## config.mk

```make
export PLATFORM = sky130hd
export DESIGN_NAME = rv32_fetch_stage
export DESIGN_NICKNAME = d
export VERILOG_FILES = /design/src/rtl/rv32_types.sv /design/src/rtl/rv32_fetch_fifo.sv /design/src/rtl/rv32_fetch_stage.sv
export SDC_FILE = /design/constraint.sdc
export NUM_CORES = 1
export LEC_CHECK = 0
export CORE_ASPECT_RATIO = 0.6
export CORE_MARGIN = 1
export CORE_UTILIZATION = 45
export CTS_CLUSTER_DIAMETER = 80
export DETAILED_ROUTE_END_ITERATION = 7
export GPL_TIMING_DRIVEN = 0
export MAX_ROUTING_LAYER = met4
export PLACE_DENSITY = 0.78
export SYNTH_ARGS = -nofsm -noshare
export SYNTH_HDL_FRONTEND = slang
export SYNTH_SLANG_ARGS = --single-unit
```

## constraint.sdc

```tcl
create_clock -name clk -period 4.48 [get_ports clk]
set_input_delay 0.672 -clock clk [delete_from_list [all_inputs] [get_ports clk]]
set_output_delay 0.672 -clock clk [all_outputs]
set_load 0.005 [all_outputs]
```

## src/rtl/rv32_types.sv

```systemverilog
// rv32_types: shared fetch/decode types and constants for the RV32 front end.
package rv32_types;

    localparam logic [31:0] RV_NOP_INSTR = 32'h0000_0013;
    localparam int FETCH_FIFO_DEPTH = 2;

    typedef struct packed {
        logic        valid;
        logic [31:0] pc;
        logic [31:0] instr;
    } fetch_decode_buffer_t;

    typedef struct packed {
        logic [31:0] pc;
        logic [31:0] instr;
    } fetch_entry_t;

    localparam fetch_decode_buffer_t EMPTY_BUFF = '{valid: 1'b0, pc: 32'd0, instr: RV_NOP_INSTR};

endpackage

```

## src/rtl/rv32_fetch_fifo.sv

```systemverilog
// rv32_fetch_fifo: small synchronous FIFO with flush, used for pending pcs and fetched instructions.
module rv32_fetch_fifo #(
    parameter int W = 32,
    parameter int DEPTH = 2,
    localparam int AW = (DEPTH > 1) ? $clog2(DEPTH) : 1,
    localparam int CW = $clog2(DEPTH + 1)
) (
    input  logic          clk,
    input  logic          rst,
    input  logic          push,
    input  logic          pop,
    input  logic          flush,
    input  logic [W-1:0]  din,
    output logic [W-1:0]  head,
    output logic [CW-1:0] count,
    output logic          full,
    output logic          empty
);
    logic [W-1:0]  mem [DEPTH];
    logic [AW-1:0] rd_ptr;
    logic [AW-1:0] wr_ptr;
    logic          do_push;
    logic          do_pop;

    function automatic logic [AW-1:0] nxt(input logic [AW-1:0] p);
        return (p == AW'(DEPTH - 1)) ? '0 : p + 1'b1;
    endfunction

    assign empty   = count == '0;
    assign full    = count == CW'(DEPTH);
    assign do_pop  = pop && !empty;
    assign do_push = push && (!full || do_pop);
    assign head    = mem[rd_ptr];

    always_ff @(posedge clk) begin
        if (rst || flush) begin
            rd_ptr <= '0;
            wr_ptr <= '0;
            count  <= '0;
        end else begin
            if (do_push) wr_ptr <= nxt(wr_ptr);
            if (do_pop) rd_ptr <= nxt(rd_ptr);
            count <= count + CW'(do_push) - CW'(do_pop);
        end
    end

    always_ff @(posedge clk) begin
        if (do_push) mem[wr_ptr] <= din;
    end

endmodule

```

## src/rtl/rv32_fetch_stage.sv

```systemverilog
// rv32_fetch_stage: RV32 instruction fetch with redirect flush and decode buffer.
// Define RV_FETCH_PERF_EN to add the perf_bubble_cnt output and its counter.
module rv32_fetch_stage
    import rv32_types::*;
#(
    parameter logic [31:0] RESET_PC = 32'h0000_0000
) (
    input  logic                 clk,
    input  logic                 rst,
    input  logic                 stall,
    input  logic                 redirect_valid,
    input  logic [31:0]          redirect_pc,
    output logic                 imem_req_valid,
    input  logic                 imem_req_ready,
    output logic [31:0]          imem_req_addr,
    input  logic                 imem_rsp_valid,
    input  logic [31:0]          imem_rsp_data,
    output fetch_decode_buffer_t fetch_decode_buff
`ifdef RV_FETCH_PERF_EN
    ,
    output logic [31:0]          perf_bubble_cnt
`endif
);
    logic [31:0]          pc_q;
    logic [1:0]           drop_cnt;
    fetch_decode_buffer_t buf_q;
    logic [31:0]          pend_head;
    logic [1:0]           pend_count;
    logic                 pend_full;
    logic                 pend_empty;
    fetch_entry_t         q_head;
    fetch_entry_t         q_din;
    logic [1:0]           q_count;
    logic                 q_full;
    logic                 q_empty;
    logic                 kill;
    logic                 hs;
    logic                 rsp_live;
    logic                 load;
    logic                 bypass;
    logic                 q_push;
    logic                 q_pop;
    logic [2:0]           outstanding;

    // Live in-flight requests are exactly the entries of the pending-pc FIFO.
    assign kill           = rst || redirect_valid;
    assign outstanding    = {1'b0, pend_count} + {1'b0, drop_cnt};
    assign imem_req_valid = !kill && !pend_full && !q_full && (outstanding + {1'b0, q_count} < 3'd2);
    assign imem_req_addr  = pc_q;
    assign hs             = imem_req_valid && imem_req_ready;
    assign rsp_live       = imem_rsp_valid && drop_cnt == 2'd0 && !pend_empty && !kill;
    assign load           = !buf_q.valid || !stall;
    assign bypass         = load && q_empty && rsp_live;
    assign q_push         = rsp_live && !bypass;
    assign q_pop          = load && !q_empty && !kill;
    assign q_din          = '{pc: pend_head, instr: imem_rsp_data};

    rv32_fetch_fifo #(.W(32), .DEPTH(FETCH_FIFO_DEPTH)) u_pend (
        .clk   (clk),
        .rst   (rst),
        .push  (hs),
        .pop   (rsp_live),
        .flush (kill),
        .din   (pc_q),
        .head  (pend_head),
        .count (pend_count),
        .full  (pend_full),
        .empty (pend_empty)
    );

    rv32_fetch_fifo #(.W($bits(fetch_entry_t)), .DEPTH(FETCH_FIFO_DEPTH)) u_iq (
        .clk   (clk),
        .rst   (rst),
        .push  (q_push),
        .pop   (q_pop),
        .flush (kill),
        .din   (q_din),
        .head  (q_head),
        .count (q_count),
        .full  (q_full),
        .empty (q_empty)
    );

    always_ff @(posedge clk) begin
        if (rst) pc_q <= RESET_PC;
        else if (redirect_valid) pc_q <= redirect_pc;
        else if (hs) pc_q <= pc_q + 32'd4;
    end

    // On reset or redirect every outstanding request not answered this cycle becomes a drop.
    always_ff @(posedge clk) begin
        if (kill) drop_cnt <= 2'(outstanding - 3'(imem_rsp_valid && outstanding != 3'd0));
        else if (imem_rsp_valid && drop_cnt != 2'd0) drop_cnt <= drop_cnt - 2'd1;
    end

    always_ff @(posedge clk) begin
        if (kill) begin
            buf_q.valid <= 1'b0;
        end else if (load) begin
            buf_q.valid <= !q_empty || rsp_live;
            buf_q.pc    <= q_empty ? pend_head : q_head.pc;
            buf_q.instr <= q_empty ? imem_rsp_data : q_head.instr;
        end
    end

    assign fetch_decode_buff = buf_q.valid ? buf_q : EMPTY_BUFF;

`ifdef RV_FETCH_PERF_EN
    always_ff @(posedge clk) begin
        if (rst) perf_bubble_cnt <= '0;
        else if (!buf_q.valid && !stall && perf_bubble_cnt != '1) perf_bubble_cnt <= perf_bubble_cnt + 32'd1;
    end
`endif

endmodule
```

==> results of run 1 <==
## flip-flops by register name, indices dropped and copies added (netlist names), named ones only
signal         flops
u_iq.mem         128
buf_q             65
u_pend.mem        64
imem_req_addr     32
drop_cnt           2
u_iq.count         2
u_pend.count       2
u_iq.rd_ptr        1
u_iq.wr_ptr        1
u_pend.rd_ptr      1
u_pend.wr_ptr      1
## layout make-up
class | count | area (um2)
Buffer | 49 | 248
Clock buffer | 32 | 757
Clock inverter | 22 | 298
Fill cell | 2120 | 11100
Inverter | 18 | 70.1
Multi-Input combinational cell | 517 | 3520
Sequential cell | 301 | 8610
Tap cell | 360 | 450
Timing Repair Buffer | 170 | 1750
## cell families after synthesis
family | count (synthesis) | synth area share, %
buffers and inverters | 67 | 2.54
flip-flops | 301 | 69.3
multiplexers | 100 | 8.38
adder cells (fa/ha/maj) | 10 | 1.13
XOR/XNOR | 26 | 1.83
AO/OA/AOI/OAI | 118 | 5.71
AND/OR/NAND/NOR | 263 | 11.2
## per-stage QoR
step	hold slack (ns)	TNS, ns	total power, uW	utilization, %	std cells
after floorplan	0.470	0	3440	-	885
after global placement	0.494	-119.10	3640	54.3	1411
after detailed placement	0.519	0	3660	54.7	1415
after CTS	0.441	0	6310	58.7	1469
after global routing	0.451	0	6480	58.7	1469
final	0.453	0	6280	58.7	1469
## tightest hold or removal path: cells and delay by family
family / cells / cell delay, ns
AOI/OAI and AO/OA: 1 / 0.09
and+or+nand+nor: 1 / 0.07
buffers and inverters: 1 / 0.12
## per-layer routing
| metal | global-route usage (%) | up-vias |
|---|---|---|
| li1 | - | 3687 |
| met1 | 31.0 | 3959 |
| met2 | 31.4 | 304 |
| met3 | 4.40 | 29 |
| met4 | 3.52 | 0 |
| met5 | - | - |
## report_power, final
part           switching, uW  internal (uW)
logic                    206            190
registers               70.8           3130
clock network           1090           1580
total                   1370           4900
## final timing paths
path	to	from	cells past startpoint	slack, ns
max	imem_req_valid	drop_cnt[0]	8	0.31
min	imem_req_addr[25]	redirect_valid	3	0.45
min reg2reg	u_pend.mem[0][0]	imem_req_addr[0]	0	0.53
max reg2reg	u_pend.mem[0][7]	drop_cnt[0]	10	0.93
## cell usage in the layout (no fill, tap or decap), types with 6 or more instances in the layout
| cell | count |
|---|---|
| dfxtp_1 | 43 |
| buf_1 | 10 |
| clkinvlp_4 | 6 |
| nor2_1 | 34 |
| or3_1 | 6 |
| xnor2_1 | 18 |
| clkbuf_1 | 29 |
| nand2_1 | 87 |
| a21oi_1 | 7 |
| nand4_1 | 15 |
| edfxtp_1 | 258 |
| clkdlybuf4s50_1 | 166 |
| mux2i_1 | 68 |
| xor2_1 | 8 |
| nand3_1 | 13 |
| clkbuf_16 | 29 |
| o21ai_0 | 69 |
| a31oi_1 | 6 |
| and2_1 | 67 |
| ha_1 | 8 |
| nor4_1 | 9 |
| inv_1 | 16 |
| bufinv_16 | 6 |
| a211oi_1 | 14 |
| mux2_2 | 32 |
==> flow_summary.json, run 1 <==
{
  "drt_iter0_markers": 628,
  "endpoint_kind": "output pin",
  "antenna_found_initial": 0,
  "antenna_left": 0,
  "yosys_warnings": 0,
  "clk_path_buf_depth": 3,
  "ios": 168,
  "vias": 7979,
  "drive_above_1_share_pct": 10.3,
  "worstSetupPathType": "register to output pin",
  "yosysMostFrequentCell": "edfxtp_1",
  "hpwl_um": 20300,
  "ys_ff_latch": 301,
  "cp.arrival_ns": 3.50,
  "yosysSeqAreaShare_pct": 69.3,
  "period_share_pct": 93.2,
  "vias_per_cell": 5.43,
  "placed_area_mm2": 0.0146,
  "synth_area_mm2": 0.0124,
  "cts_resized": 0,
  "cpMostUsedCell": "fa_1",
  "port_buffers": 166,
  "clkLatencyLatePin_ns": 0.56,
  "startpoint_type": "register",
  "path_clk_slew_ns": 0.07,
  "grt_pass1_wl_um": 44600,
  "async_reset_ff_share_pct": 0,
  "cellLeakagePower_uw": 0.00524,
  "hold_buffers": 0,
  "drv_cap": 0,
  "hold_class": "primary input to register",
  "core_mm2": 0.0268,
  "ir_drop_mv": 0.237,
  "synth_ff_type": "edfxtp_1",
  "yosysTopAreaCell": "edfxtp_1",
  "cts_buffers": 29,
  "final_net_count": 1166,
  "grt_pass1_vias": 7711,
  "avgRoutedWirePerCell_um": 20.1,
  "cp_num_buf_inv": 2,
  "rows": 46,
  "grt_use_total_pct": 21.3,
  "crit_family": "adder cells",
  "cts_tree": "built",
  "crit_fanout": 10,
  "syn2layout_area_growth_pct": 26.4,
  "gp_congestion": 0.930,
  "synth_top_area_share_pct": 62.3,
  "p_per_area_mw_per_mm2": 400,
  "highest_layer": "met4",
  "first_pass_iters": 5,
  "dr_wl_met3_um": 2190,
  "die_w_um": 217,
  "place_ws_ns": 0.885,
  "postCtsSetupRepairBufs": 0,
  "synth_cells": 885,
  "max_freq_mhz": 240,
  "cts-root-buf": "clkbuf_16",
  "cp_slowest_cell": "clkdlybuf4s50_1",
  "period_minus_slack_ns": 4.17,
  "cts.sinks": 301,
  "wl_um": 29500,
  "ys_types": 54,
  "grt-ovfl-total": 0,
  "clock_skew_ns": 0.0124,
  "timing.final.ws_setup_ns": 0.306,
  "hold_viol_final": 0,
  "die-area_mm2": 0.0283,
  "dr_wl_met2_um": 13100,
  "htreeDepth": 1,
  "relSlewSlack_pct": 30.7,
  "diodes": 0,
  "wl_met1_um": 14000,
  "synth_area_leaders": "edfxtp_1, dfxtp_1, mux2i_1",
  "syn_nets": 965,
  "stdcell_area_mm2": 0.0157,
  "drc": 0,
  "fp.dieH_um": 131,
  "cp_cell_sequence": "ha_1 -> fa_1 -> fa_1 -> xnor2_1 -> nand3_1 -> buf_2 -> nor3b_1 -> clkdlybuf4s50_1",
  "tightest_slew_ns": 1.03,
  "outcome": "completed",
  "grt_setup_unrepaired": "no",
  "grt_max_degree": 65,
  "setup_viol": 0,
  "synth_edf_count": 258,
  "finalMaxSlewViolations": 0,
  "start_util_pct": 46.4,
  "required_ns": 3.81,
  "synth_area_per_cell_um2": 14.0,
  "cp_slowest_stage_delay_ns": 0.54,
  "synthTopCellsByCount": "edfxtp_1, nand2_1, o21ai_0"
}
(Power assumes the default switching activity.)
==> run 2: changes to the inputs <==
- CAP_MARGIN: not set -> 5
- CORE_UTILIZATION: 45 -> 50
- PLACE_DENSITY: 0.78 -> 0.85
==> run 2 against run 1 <==
Highest routed layer unchanged. Die area fell by 9.9%. Register-to-register slack got worse by 0.42 ns. Sequential share of layout area rose by 0.86 points. Flip-flop and latch count did not move. Routed wire length fell by 2.5%. Clock skew rose by 0.0042 ns. Via count fell by 0.15%. Clock-buffer cell count rose by 11. Core utilization rose by 5.0 points. Sequential power barely moved. Global-route usage rose by 2.0 points. Non-clock buffer count fell by 1.
==> flow_summary.json, run 2 (synthesis results as in run 1) <==
{
  "cts_buffers": 28,
  "p_per_area_mw_per_mm2": 380,
  "clkLatencyLatePin_ns": 0.54,
  "hpwl_um": 19700,
  "outcome": "completed",
  "core_mm2": 0.0243,
  "drv_cap": 0,
  "endpoint_kind": "output pin",
  "die_w_um": 206,
  "max_freq_mhz": 236,
  "postCtsSetupRepairBufs": 0,
  "antenna_left": 0,
  "diodes": 0,
  "cp_slowest_stage_delay_ns": 0.55,
  "stdcell_count": 1428,
  "htreeDepth": 1,
  "period_share_pct": 94.7,
  "first_pass_iters": 5,
  "final_common_cell": "edfxtp_1",
  "cp_cell_sequence": "ha_1 -> fa_1 -> fa_1 -> xnor2_1 -> nand3_1 -> buf_2 -> nor3b_1 -> clkdlybuf4s50_1",
  "r2r_start": "drop_cnt[0]",
  "avgRoutedWirePerCell_um": 20.2,
  "clock_skew_ns": 0.0165,
  "finalMaxSlewViolations": 0,
  "largest_reg_flops": 128,
  "relSlewSlack_pct": 31.5,
  "drt_iter0_markers": 616,
  "cellLeakagePower_uw": 0.00517,
  "gp_congestion": 0.940,
  "startpoint_type": "register",
  "largestRegisters": "u_iq.mem: 128 flops, buf_q: 65 flops, u_pend.mem: 64 flops",
  "timing.final.ws_setup_ns": 0.238,
  "drc": 0,
  "crit_fanout": 10,
  "wl_um": 28800,
  "rows": 44,
  "fp.dieH_um": 124,
  "antenna_found_initial": 0,
  "start_util_pct": 51.2,
  "hp-start": "redirect_valid",
  "cts_tree": "built",
  "die-area_mm2": 0.0255,
  "tightest_slew_ns": 1.03,
  "setup_viol": 0,
  "place_ws_ns": 0.572,
  "hold_buffers": 0,
  "syn2layout_area_growth_pct": 24.4,
  "grt_max_degree": 65,
  "cts-root-buf": "clkbuf_16",
  "dp_cells": 1376,
  "ios": 168,
  "required_ns": 3.81,
  "hold_class": "primary input to register",
  "path_clk_slew_ns": 0.07,
  "cp.arrival_ns": 3.57,
  "largest-register": "u_iq.mem",
  "grt_pass1_wl_um": 43200,
  "cts_resized": 0,
  "ir_drop_mv": 0.282,
  "clk_path_buf_depth": 3,
  "crit_start": "drop_cnt[0]",
  "regArea_mm2": 0.00861,
  "port_buffers": 166,
  "vias_per_cell": 5.58,
  "grt-ovfl-total": 0,
  "final_net_count": 1164,
  "final_cell_mix": "edfxtp_1, clkdlybuf4s50_1, nand2_1",
  "cpMostUsedCell": "fa_1",
  "period_minus_slack_ns": 4.24,
  "cts.sinks": 301,
  "cp_slowest_cell": "clkdlybuf4s50_1",
  "worstSetupPathType": "register to output pin",
  "fillers": 1789,
  "vias": 7967,
  "grt_use_total_pct": 23.3,
  "drive_above_1_share_pct": 9.40,
  "grt_setup_unrepaired": "no",
  "multi_input_area_mm2": 0.00352,
  "whs_ns": 0.476,
  "grt_pass1_vias": 7485,
  "hold_viol_final": 0
}
run 2: changes by cell type in the layout (fill, tap and decap cells not counted), moves of 3 or more:
| cell | change |
|---|---|
| clkbuf_1 | +8 |
| bufinv_16 | -6 |
| clkinvlp_4 | -6 |
| clkinv_2 | +4 |
| clkbuf_8 | +3 |
| clkinv_4 | -3 |
run 2: layout make-up:
cell class | instances | share of cell area, %
plain buffers | 49 | 1.60
clock buffers | 43 | 5.36
clock inverters | 9 | 0.332
inverters | 18 | 0.453
multi-input cells | 517 | 22.8
flip-flops and latches | 301 | 55.7
well taps | 322 | 2.61
repair buffers | 169 | 11.2
run 2: through the flow:
| stage | power (uW) | utilization [%] | setup TNS, ns | instance area (um2) |
|---|---|---|---|---|
| 6_report | 5870 | 63.7 | 0 | 15500 |
| 5_1_grt | 6060 | 63.7 | 0 | 15500 |
| 4_1_cts | 5910 | 63.7 | 0 | 15500 |
| 3_5_place_dp | 3650 | 60.1 | 0 | 14600 |
| 3_3_place_gp | 3640 | 59.7 | -97.57 | 14500 |
| 2_1_floorplan | 3440 | - | 0 | 12400 |
run 2: path summary, 6_finish.rpt:
path	slack [ns]	cells past startpoint	end
worst max-delay path	0.24	8	imem_req_valid
worst min-delay path	0.48	3	imem_req_addr[25]
worst min register to register	0.49	0	u_pend.mem[1][0]
worst max register to register	0.51	9	u_pend.mem[0][7]
run 2: critical path, delay by kind of cell, from the launching register on:
kind / cells / cell delay, ns
xor+xnor: 1 / 0.20
fa+ha+maj: 3 / 1.18
buf+inv: 2 / 0.78
flops: 1 / 0.43
simple gates: 2 / 0.44
run 2: where the power goes:
part | switching (uW) | internal [uW]
Sequential | 71.5 | 3130
Combinational | 209 | 188
Clock | 997 | 1270
run 2: layer usage:
metal | GRT usage (%) | wire length (um) | part of all wire, %
met2 | 33.3 | 12500 | 43
met1 | 35.5 | 13800 | 48
met5 | - | 0 | 0
met4 | 4.26 | 391 | 1.4
met3 | 3.53 | 2090 | 7.3
